==> src/rtl/vedic_seq_mul.sv <==
// -----------------------------------------------------------------------------
// vedic_seq_mul
//   Iterative WIDTH x WIDTH unsigned multiplier built around a single 2x2 Vedic
//   (Urdhva-Tiryakbhyam) core. Both operands are split into D = WIDTH/2 two-bit
//   digits. One digit pair is multiplied per RUN cycle, and the 4-bit partial
//   product is shifted into place and added to a 2*WIDTH-bit accumulator.
//   Each side has a valid/ready handshake.
//
// Parameters
//   WIDTH         operand width; must be even and >= 2
//
// Ports
//   clk           clock, rising edge
//   rst_n         asynchronous active-low reset
//   in_valid      operand pair valid
//   in_ready      operands accepted (high only in IDLE)
//   multiplicand  operand A
//   multiplier    operand B
//   out_valid     result valid (high only in DONE)
//   out_ready     sink accepts result
//   result        product A*B (2*WIDTH bits)
//   busy          high while iterating (RUN)
//
// Build option
//   ZERO_SKIP_EN  when defined, a zero operand at the accept edge goes straight
//                 to DONE with result 0, and RUN is never entered.
// -----------------------------------------------------------------------------
module vedic_seq_mul #(
    parameter int unsigned WIDTH = 8
) (
    input  logic                 clk,
    input  logic                 rst_n,
    input  logic                 in_valid,
    output logic                 in_ready,
    input  logic [WIDTH-1:0]     multiplicand,
    input  logic [WIDTH-1:0]     multiplier,
    output logic                 out_valid,
    input  logic                 out_ready,
    output logic [2*WIDTH-1:0]   result,
    output logic                 busy
);

    localparam int unsigned D  = WIDTH / 2;
    localparam int unsigned CW = (D > 1) ? $clog2(D) : 1;

    generate
        if ((WIDTH < 2) || (WIDTH % 2 != 0)) begin : g_bad_width
            $error("vedic_seq_mul: WIDTH must be even and >= 2");
        end
    endgenerate

    typedef enum logic [1:0] {
        StIdle,
        StRun,
        StDone
    } state_e;

    state_e               state_q, state_d;
    logic [WIDTH-1:0]     a_q, a_d;
    logic [WIDTH-1:0]     b_q, b_d;
    logic [CW-1:0]        i_q, i_d;
    logic [CW-1:0]        j_q, j_d;
    logic [2*WIDTH-1:0]   acc_q, acc_d;

    logic                 accept;
    logic                 skip;
    logic                 last_i;
    logic                 last_j;
    logic [1:0]           a_dig;
    logic [1:0]           b_dig;
    logic [3:0]           pp;
    logic [2*WIDTH-1:0]   pp_ext;
    logic [CW+1:0]        shamt;

    // 2x2 Vedic core: vertical and crosswise products with a ripple carry.
    function automatic logic [3:0] vedic_2x2(input logic [1:0] x, input logic [1:0] y);
        logic t0, t1, t2, t3, c1;
        t0 = x[0] & y[0];
        t1 = x[1] & y[0];
        t2 = x[0] & y[1];
        t3 = x[1] & y[1];
        c1 = t1 & t2;
        return {t3 & c1, t3 ^ c1, t1 ^ t2, t0};
    endfunction

    assign accept = in_valid && (state_q == StIdle);
    assign last_i = (i_q == CW'(D - 1));
    assign last_j = (j_q == CW'(D - 1));

`ifdef ZERO_SKIP_EN
    assign skip = (multiplicand == '0) || (multiplier == '0);
`else
    assign skip = 1'b0;
`endif

    // Digit select: a small mux over the D digit positions.
    always_comb begin
        a_dig = '0;
        b_dig = '0;
        for (int k = 0; k < int'(D); k++) begin
            if (i_q == CW'(k)) a_dig = a_q[2*k +: 2];
            if (j_q == CW'(k)) b_dig = b_q[2*k +: 2];
        end
    end

    // Partial product zero-extended, then placed at digit weight 2*(i+j).
    always_comb begin
        pp            = vedic_2x2(a_dig, b_dig);
        pp_ext        = '0;
        pp_ext[3:0]   = pp;
        shamt         = {({1'b0, i_q} + {1'b0, j_q}), 1'b0};
    end

    // State register.
    always_ff @(posedge clk or negedge rst_n) begin
        if (!rst_n) begin
            state_q <= StIdle;
        end else begin
            state_q <= state_d;
        end
    end

    // Next-state logic.
    always_comb begin
        state_d = state_q;
        unique case (state_q)
            StIdle: begin
                if (in_valid) state_d = skip ? StDone : StRun;
            end
            StRun: begin
                if (last_i && last_j) state_d = StDone;
            end
            StDone: begin
                if (out_ready) state_d = StIdle;
            end
            default: state_d = StIdle;
        endcase
    end

    // Outputs.
    always_comb begin
        in_ready  = (state_q == StIdle);
        out_valid = (state_q == StDone);
        busy      = (state_q == StRun);
        result    = acc_q;
    end

    // Datapath next-state.
    always_comb begin
        a_d   = a_q;
        b_d   = b_q;
        i_d   = i_q;
        j_d   = j_q;
        acc_d = acc_q;
        if (accept) begin
            a_d   = multiplicand;
            b_d   = multiplier;
            i_d   = '0;
            j_d   = '0;
            acc_d = '0;
        end else if (state_q == StRun) begin
            acc_d = acc_q + (pp_ext << shamt);
            // j runs fastest; i advances when j wraps.
            if (last_j) begin
                j_d = '0;
                i_d = last_i ? '0 : i_q + 1'b1;
            end else begin
                j_d = j_q + 1'b1;
            end
        end
    end

    // Datapath registers.
    always_ff @(posedge clk or negedge rst_n) begin
        if (!rst_n) begin
            a_q   <= '0;
            b_q   <= '0;
            i_q   <= '0;
            j_q   <= '0;
            acc_q <= '0;
        end else begin
            a_q   <= a_d;
            b_q   <= b_d;
            i_q   <= i_d;
            j_q   <= j_d;
            acc_q <= acc_d;
        end
    end

endmodule

==> config.mk <==
export PLATFORM = sky130hd
export DESIGN_NAME = vedic_seq_mul
export DESIGN_NICKNAME = d
export VERILOG_FILES = /design/src/rtl/vedic_seq_mul.sv
export SDC_FILE = /design/constraint.sdc
export NUM_CORES = 1
export LEC_CHECK = 0
export CORE_ASPECT_RATIO = 1.2
export CORE_MARGIN = 5
export CORE_UTILIZATION = 60
export CTS_CLUSTER_SIZE = 20
export DETAILED_ROUTE_END_ITERATION = 16
export DONT_BUFFER_PORTS = 1
export PLACE_DENSITY = 0.79
export SYNTH_ARGS = -nofsm -noshare
export SYNTH_HDL_FRONTEND = slang
export SYNTH_SLANG_ARGS = --single-unit
==> constraint.sdc <==
create_clock -name clk -period 10.3 [get_ports clk]
set_input_delay 1.545 -clock clk [delete_from_list [all_inputs] [get_ports clk]]
set_output_delay 1.545 -clock clk [all_outputs]
set_load 0.005 [all_outputs]
==> results of run 1 <==
-- worst paths after layout --
| kind | start | end | depth (start not counted) |
|---|---|---|---|
| min in group asynchronous | rst_n | result[9]$_DFFE_PN0P_ | 0 |
| max in group asynchronous | rst_n | result[7]$_DFFE_PN0P_ | 0 |
| worst min register to register | b_q[0]$_DFFE_PN0P_ | b_q[0]$_DFFE_PN0P_ | 1 |
| worst max-delay path | j_q[0]$_DFFE_PN0P_ | result[9]$_DFFE_PN0P_ | 20 |
| worst max register to register | j_q[0]$_DFFE_PN0P_ | result[9]$_DFFE_PN0P_ | 20 |
| worst min-delay path | b_q[0]$_DFFE_PN0P_ | b_q[0]$_DFFE_PN0P_ | 1 |
-- power by group through the flow --
stage                     sequential (uW)  clock (uW)  combinational [uW]
final                                 272        96.3                 451
after global placement                274           0                 439
after floorplan                       258           0                 377
after CTS                             274         100                 456
after global routing                  284         107                 517
after detailed placement              278           0                 453
-- routing by layer --
metal / wire length (microns) / up-vias / track usage / part of all wire
li1: - / 1010 / - / -
met1: 2180 / 983 / 0.232 / 0.40
met2: 2840 / 52 / 0.390 / 0.53
met3: 257 / 12 / 0.0521 / 0.048
met4: 129 / 0 / 0.0827 / 0.024
met5: 0 / - / 0 / 0
-- registers in the layout, indices dropped and copies added (netlist names) --
| register | count |
|---|---|
| i_q | 2 |
| b_q | 8 |
| state_q | 2 |
| a_q | 8 |
| result | 16 |
| j_q | 2 |
-- worst reg2reg max path: cells and delay by family, from the launching register on --
kind            cells  cell delay [ps]
xor+xnor            1              160
mux                 1              170
flops               1              470
buf+inv             1               90
fa+ha+maj           4             1080
compound gates      9             1600
simple gates        4              280
-- cells by family (layout without fill, tap and decap cells) --
logic type,after synthesis,in the layout,share of synthesized area
AOI/OAI and AO/OA,71,71,0.177
xor gates and xnor gates,13,13,0.0431
adders and majority gates,28,28,0.138
buffers and inverters,26,21,0.0383
DFF,38,38,0.360
muxes,20,20,0.0833
and+or+nand+nor,93,93,0.160
-- final cells by class --
| cell class | count | area (sq um) |
|---|---|---|
| clock buffers | 5 | 68.8 |
| inverters | 12 | 45.0 |
| well taps | 56 | 70.1 |
| repair buffers | 2 | 15.0 |
| multi-input cells | 225 | 1590 |
| fillers | 376 | 1510 |
| clock inverters | 2 | 10.0 |
| flip-flops and latches | 38 | 951 |
-- layout by cell type, fill, tap and decap left out, types with 2 or more instances in the layout --
master	Yosys	routed
buf_4	0	2
a32o_1	2	2
o21ai_0	12	12
nand2b_1	5	5
inv_1	11	11
fa_1	2	2
xnor2_1	7	7
o21bai_1	4	4
nand4_1	4	4
dfrtp_1	38	38
a21o_1	3	3
o22ai_1	12	12
and2_1	2	2
o21ai_2	2	2
nor2b_1	12	12
a22oi_1	2	2
clkinv_2	0	2
nor2_1	24	24
clkbuf_8	0	5
a21oi_1	17	17
mux2_2	16	16
nand2_1	37	37
ha_1	26	26
a221oi_1	2	2
nor3_1	5	5
a31oi_1	3	3
o31a_1	2	2
xor2_1	6	6
mux2i_1	4	4
-- metrics by stage --
| step | worst slack [ps] | cell area, sq um | util | cells |
|---|---|---|---|---|
| finish | 6320 | 2750 | 0.645 | 340 |
| CTS | 6280 | 2750 | 0.645 | 340 |
| global route | 5960 | 2750 | 0.645 | 340 |
| floorplan | 6790 | 2640 | - | 289 |
| global placement | 6400 | 2670 | 0.627 | 333 |
| detailed placement | 6290 | 2670 | 0.627 | 333 |
==> impl_metrics.yaml, run 1 <==
synthesis:
  synth_flop_cell: "dfrtp_1"
  synthCells: 289
  yosysWarningCount: 0
  ys_top_cells_by_count: "38 x dfrtp_1, 37 x nand2_1, 26 x ha_1"
  synthTopCellsByArea: "dfrtp_1 36%, ha_1 12%, mux2_2 6.8%, nand2_1 5.3%, nor2_1 3.4%"
  synth_edf_count: 0
  synth_most_common_cell: "dfrtp_1"
  avgSynthCellArea_sq_um: 9.14
  yosys.area.top_type_share: 0.360
  yosysSeqAreaShare: 0.360
  synthArstFlopShare: 1.00
  synth_seq_cells: 38
  netlist_area_sq_um: 2640
  synth_area_leader_cell: "dfrtp_1"
  synth_nets: 337
  synthDistinctLibCells: 43
clock_network:
  cts_sinks: 38
  htreeDepth: 2
  clk_latency_ps: 290
  cts_tree: "yes"
  root_buffer: "clkbuf_8"
  cts-resized-gates: 0
  postCtsSetupBuffers: 0
  postCtsHoldBufs: 0
  cts_buffers: 5
  clk_pin_slew_ps: 70
  cts_buffer_depth: 2
setup_path:
  crit_buf_inv: 1
  cp-start-kind: "flip-flop"
  cp_common_cell: "ha_1"
  cp.arrival_ps: 4150
  cp_cell_sequence: "inv_1 -> ha_1 -> nand2_1 -> nor2_1 -> a21oi_1 -> o21ai_0 -> mux2i_1 -> nor2_1 -> ha_1 -> ha_1 -> a22oi_1 -> nor2_1 -> ha_1 -> a21o_1 -> a31o_1 -> a31oi_2 -> o21bai_1 -> a31oi_1 -> xor2_1 -> o22ai_1"
  max_stage_delay_ps: 470
  critPathSlowestCell: "dfrtp_1"
  setup.worst_path.class: "reg2reg"
  path_max_fanout: 6
  crit_required_ps: 10460
  crit_family: "compound AO/OA/AOI/OAI gates"
  endpoint_kind: "flip-flop"
  reg2reg_slack_ps: 6320
power:
  max-vdd-ir-drop_mv: 0.143
  power_frac_seq: 0.332
  combPwrFrac: 0.551
  p_per_area_nw_per_um2: 298
  switchingPower_uw: 362
  power_leakage_uw: 0.00120
  total_power_uw: 820
  swShare: 0.442
  clockPowerShare: 0.117
  p_int_uw: 458
place:
  place_congestion: 0.868
  port_buffers: 0
  detailed_place_hpwl_microns: 4150
global_route:
  grt.total_usage: 0.210
  overflow: 0
  grt_pass1_wl_microns: 9650
  antenna_found_initial: 0
  grt_max_degree: 39
  grt_pass1_vias: 2120
sta:
  tightestPinTransition_ps: 375
  max-slew-margin-rel: 0.743
  hold_viol_final: 0
  rsz0062_at_grt: "false"
  max_freq_mhz: 251
  fin_setup_tns_ps: 0
  slew_violations: 0
  finalClockSkew_ps: 3.68
  hold_ws_ps: 506
  setup_viol_count_final: 0
  fin_crit_sh: 0.387
  period_needed_ps: 3980
routing:
  drt-initial-drc-count: 73
  dr.pass1.iters: 4
  num_vias: 2057
  vias_per_cell: 6.05
  routed_wl_microns: 5410
  wl_per_cell_microns: 15.9
  antenna_left: 0
  drc: 0
floorplan:
  die_w_microns: 70.6
  dieArea_sq_um: 5840
  die_y_microns: 82.7
  num_rows: 26
  start_util: 0.620
  ios: 39
  core_sq_um: 4260
worst_hold_path:
  worstHoldPathType: "reg2reg"
job:
  drv_cap: 0
final_layout:
  antenna_cells: 0
  final_net_count: 332
  drive_gt1_frac: 0.109
  syn_to_final_growth_pct: 4.07
status:
  status: "finished, final reports clean"
No activity file was read; power rests on OpenSTA's default activity.
==> run 2: changes to the inputs <==
==> constraint.sdc (replaced) <==
create_clock -name clk -period 3.86 [get_ports clk]
set_input_delay 0.579 -clock clk [delete_from_list [all_inputs] [get_ports clk]]
set_output_delay 0.579 -clock clk [all_outputs]
set_load 0.005 [all_outputs]
==> run 2 against run 1 <==
Global-route usage barely moved. Clock power rose to 4.4 times the previous value. Final area rose by 8.2%. Critical endpoint is now result[13]$_DFFE_PN0P_. First-iteration DRC count rose by 19%. Combinational power rose to 3.1 times the previous value. Critical path depth did not move. Worst setup slack got worse by 6100 ps. Via count rose by 4.6%. Total power rose to 3.1 times the previous value. Worst hold slack got worse by 400 ps. Largest cell class unchanged. Register-to-register slack got worse by 6100 ps.
==> impl_metrics.yaml, run 2 (same netlist as run 1, synthesis figures left out) <==
sta:
  max-slew-margin-rel: 0.733
  finalClockSkew_ps: 5.51
  fin_ws_ps: 170
  fin_crit_sh: 0.956
  slew_violations: 0
  hold_viol_final: 0
  fin_setup_tns_ps: 0
  tightestPinTransition_ps: 401
  setup_viol_count_final: 0
  period_needed_ps: 3690
  max_freq_mhz: 271
job:
  drv_cap: 0
floorplan:
  num_rows: 26
  die_y_microns: 82.7
  start_util: 0.620
  ios: 39
  core_sq_um: 4260
  dieArea_sq_um: 5840
  die_w_microns: 70.6
routing:
  num_vias: 2151
  drc: 0
  dr.pass1.iters: 4
  antenna_left: 0
  wl_per_cell_microns: 16.8
  routed_wl_microns: 5950
  vias_per_cell: 6.09
  drt-initial-drc-count: 87
setup_path:
  crit_required_ps: 4030
  r2r_end: "result[13]$_DFFE_PN0P_"
  reg2reg_depth: 20
  cp_cell_sequence: "inv_1 -> ha_1 -> nand2_1 -> nor2_1 -> a21oi_1 -> o21ai_0 -> mux2i_1 -> nor2_1 -> ha_1 -> ha_1 -> a22oi_2 -> nor2_1 -> ha_1 -> a21o_1 -> a31o_1 -> a31oi_4 -> o21ba_4 -> o21ai_0 -> xnor2_1 -> o22ai_1"
  reg2reg_slack_ps: 170
  cp-start-kind: "flip-flop"
  critPathSlowestCell: "dfrtp_1"
  r2r-start: "j_q[0]$_DFFE_PN0P_"
  path_max_fanout: 5
  cp.arrival_ps: 3860
  setup.worst_path.class: "reg2reg"
  cp_common_cell: "ha_1"
  endpoint_kind: "flip-flop"
  max_stage_delay_ps: 410
status:
  status: "finished, final reports clean"
clock_network:
  cts_sinks: 38
  clk_pin_slew_ps: 80
  htreeDepth: 2
  clk_latency_ps: 300
  cts_buffers: 5
  cts_buffer_depth: 2
  root_buffer: "clkbuf_8"
  cts_tree: "yes"
place:
  port_buffers: 0
  place_congestion: 0.914
  detailed_place_hpwl_microns: 4160
  post-place-ws_ps: 70.3
power:
  power_leakage_uw: 0.00130
  p_per_area_nw_per_um2: 860
  max-vdd-ir-drop_mv: 0.478
global_route:
  grt_max_degree: 39
  overflow: 0
  antenna_found_initial: 0
  grt_pass1_wl_microns: 9570
  grt_pass1_vias: 2136
  grt.total_usage: 0.210
final_layout:
  utilization: 0.698
  antenna_cells: 0
  syn_to_final_growth_pct: 12.6
  final_common_cell: "dfrtp_1"
  drive_gt1_frac: 0.172
  mostFrequentLayoutCells: "38 x dfrtp_1, 37 x nand2_1, 25 x ha_1"
  final_net_count: 344
  largest_reg_flops: 16
worst_hold_path:
  worstHoldPathType: "in2async"
run 2: worst max-delay path by stage:
stage | slack [ps] | startpoint | depth (start not counted) | endpoint
after global routing | -40 | j_q[0]$_DFFE_PN0P_ | 20 | result[15]$_DFFE_PN0P_
after global placement | 150 | j_q[1]$_DFFE_PN0P_ | 18 | result[12]$_DFFE_PN0P_
final | 170 | j_q[0]$_DFFE_PN0P_ | 20 | result[13]$_DFFE_PN0P_
after detailed placement | 70 | j_q[1]$_DFFE_PN0P_ | 18 | result[12]$_DFFE_PN0P_
after CTS | 40 | j_q[1]$_DFFE_PN0P_ | 18 | result[12]$_DFFE_PN0P_
after floorplan | 350 | j_q[1]$_DFFE_PN0P_ | 18 | result[9]$_DFFE_PN0P_
run 2: critical path, delay by kind of cell (launching register included):
kind	cells	cell delay, ps
fa+ha+maj	4	1050
compound gates	9	1420
xor+xnor	1	160
buf+inv	1	80
simple gates	4	260
mux	1	170
flops	1	410
run 2: area by class of cell:
class,instances,area (sq um)
multi-input combinational,225,1650
sequential,38,951
fill,320,1280
clock buffer,6,82.6
timing repair buffer,14,118
tap,56,70.1
inverter,12,45.0
clock inverter,2,60.1
run 2: per-layer routing:
| layer | up-vias | global-route usage | routed length [microns] |
|---|---|---|---|
| met4 | 0 | 0.0902 | 145 |
| met2 | 49 | 0.405 | 3270 |
| met3 | 13 | 0.0436 | 256 |
| li1 | 1037 | - | - |
| met5 | - | 0 | 0 |
| met1 | 1052 | 0.221 | 2270 |
run 2: metrics by stage:
step / instance area (sq um) / power (uW) / instances / hold WS, ps
2_1_floorplan: 2640 / 1690 / 289 / 283
6_report: 2980 / 2560 / 353 / 110
3_3_place_gp: 2730 / 1970 / 341 / 284
4_1_cts: 2890 / 2450 / 350 / 117
3_5_place_dp: 2730 / 2010 / 341 / 284
5_1_grt: 2980 / 2780 / 353 / 116
run 2: what timing repair did:
action | CTS | global route
gates resized for setup | 0 | 15
buffers inserted | 0 | 3
endpoints found under the setup margin | 0 | 8
hold endpoints to repair | 38 | 0
hold buffers | 1 | 0
run 2: where the power goes:
part	leakage (uW)	internal [uW]	switching, uW
Clock	0.0000714	276	150
Sequential	0.000473	576	137
Combinational	0.000754	641	781
Total	0.00130	1490	1070
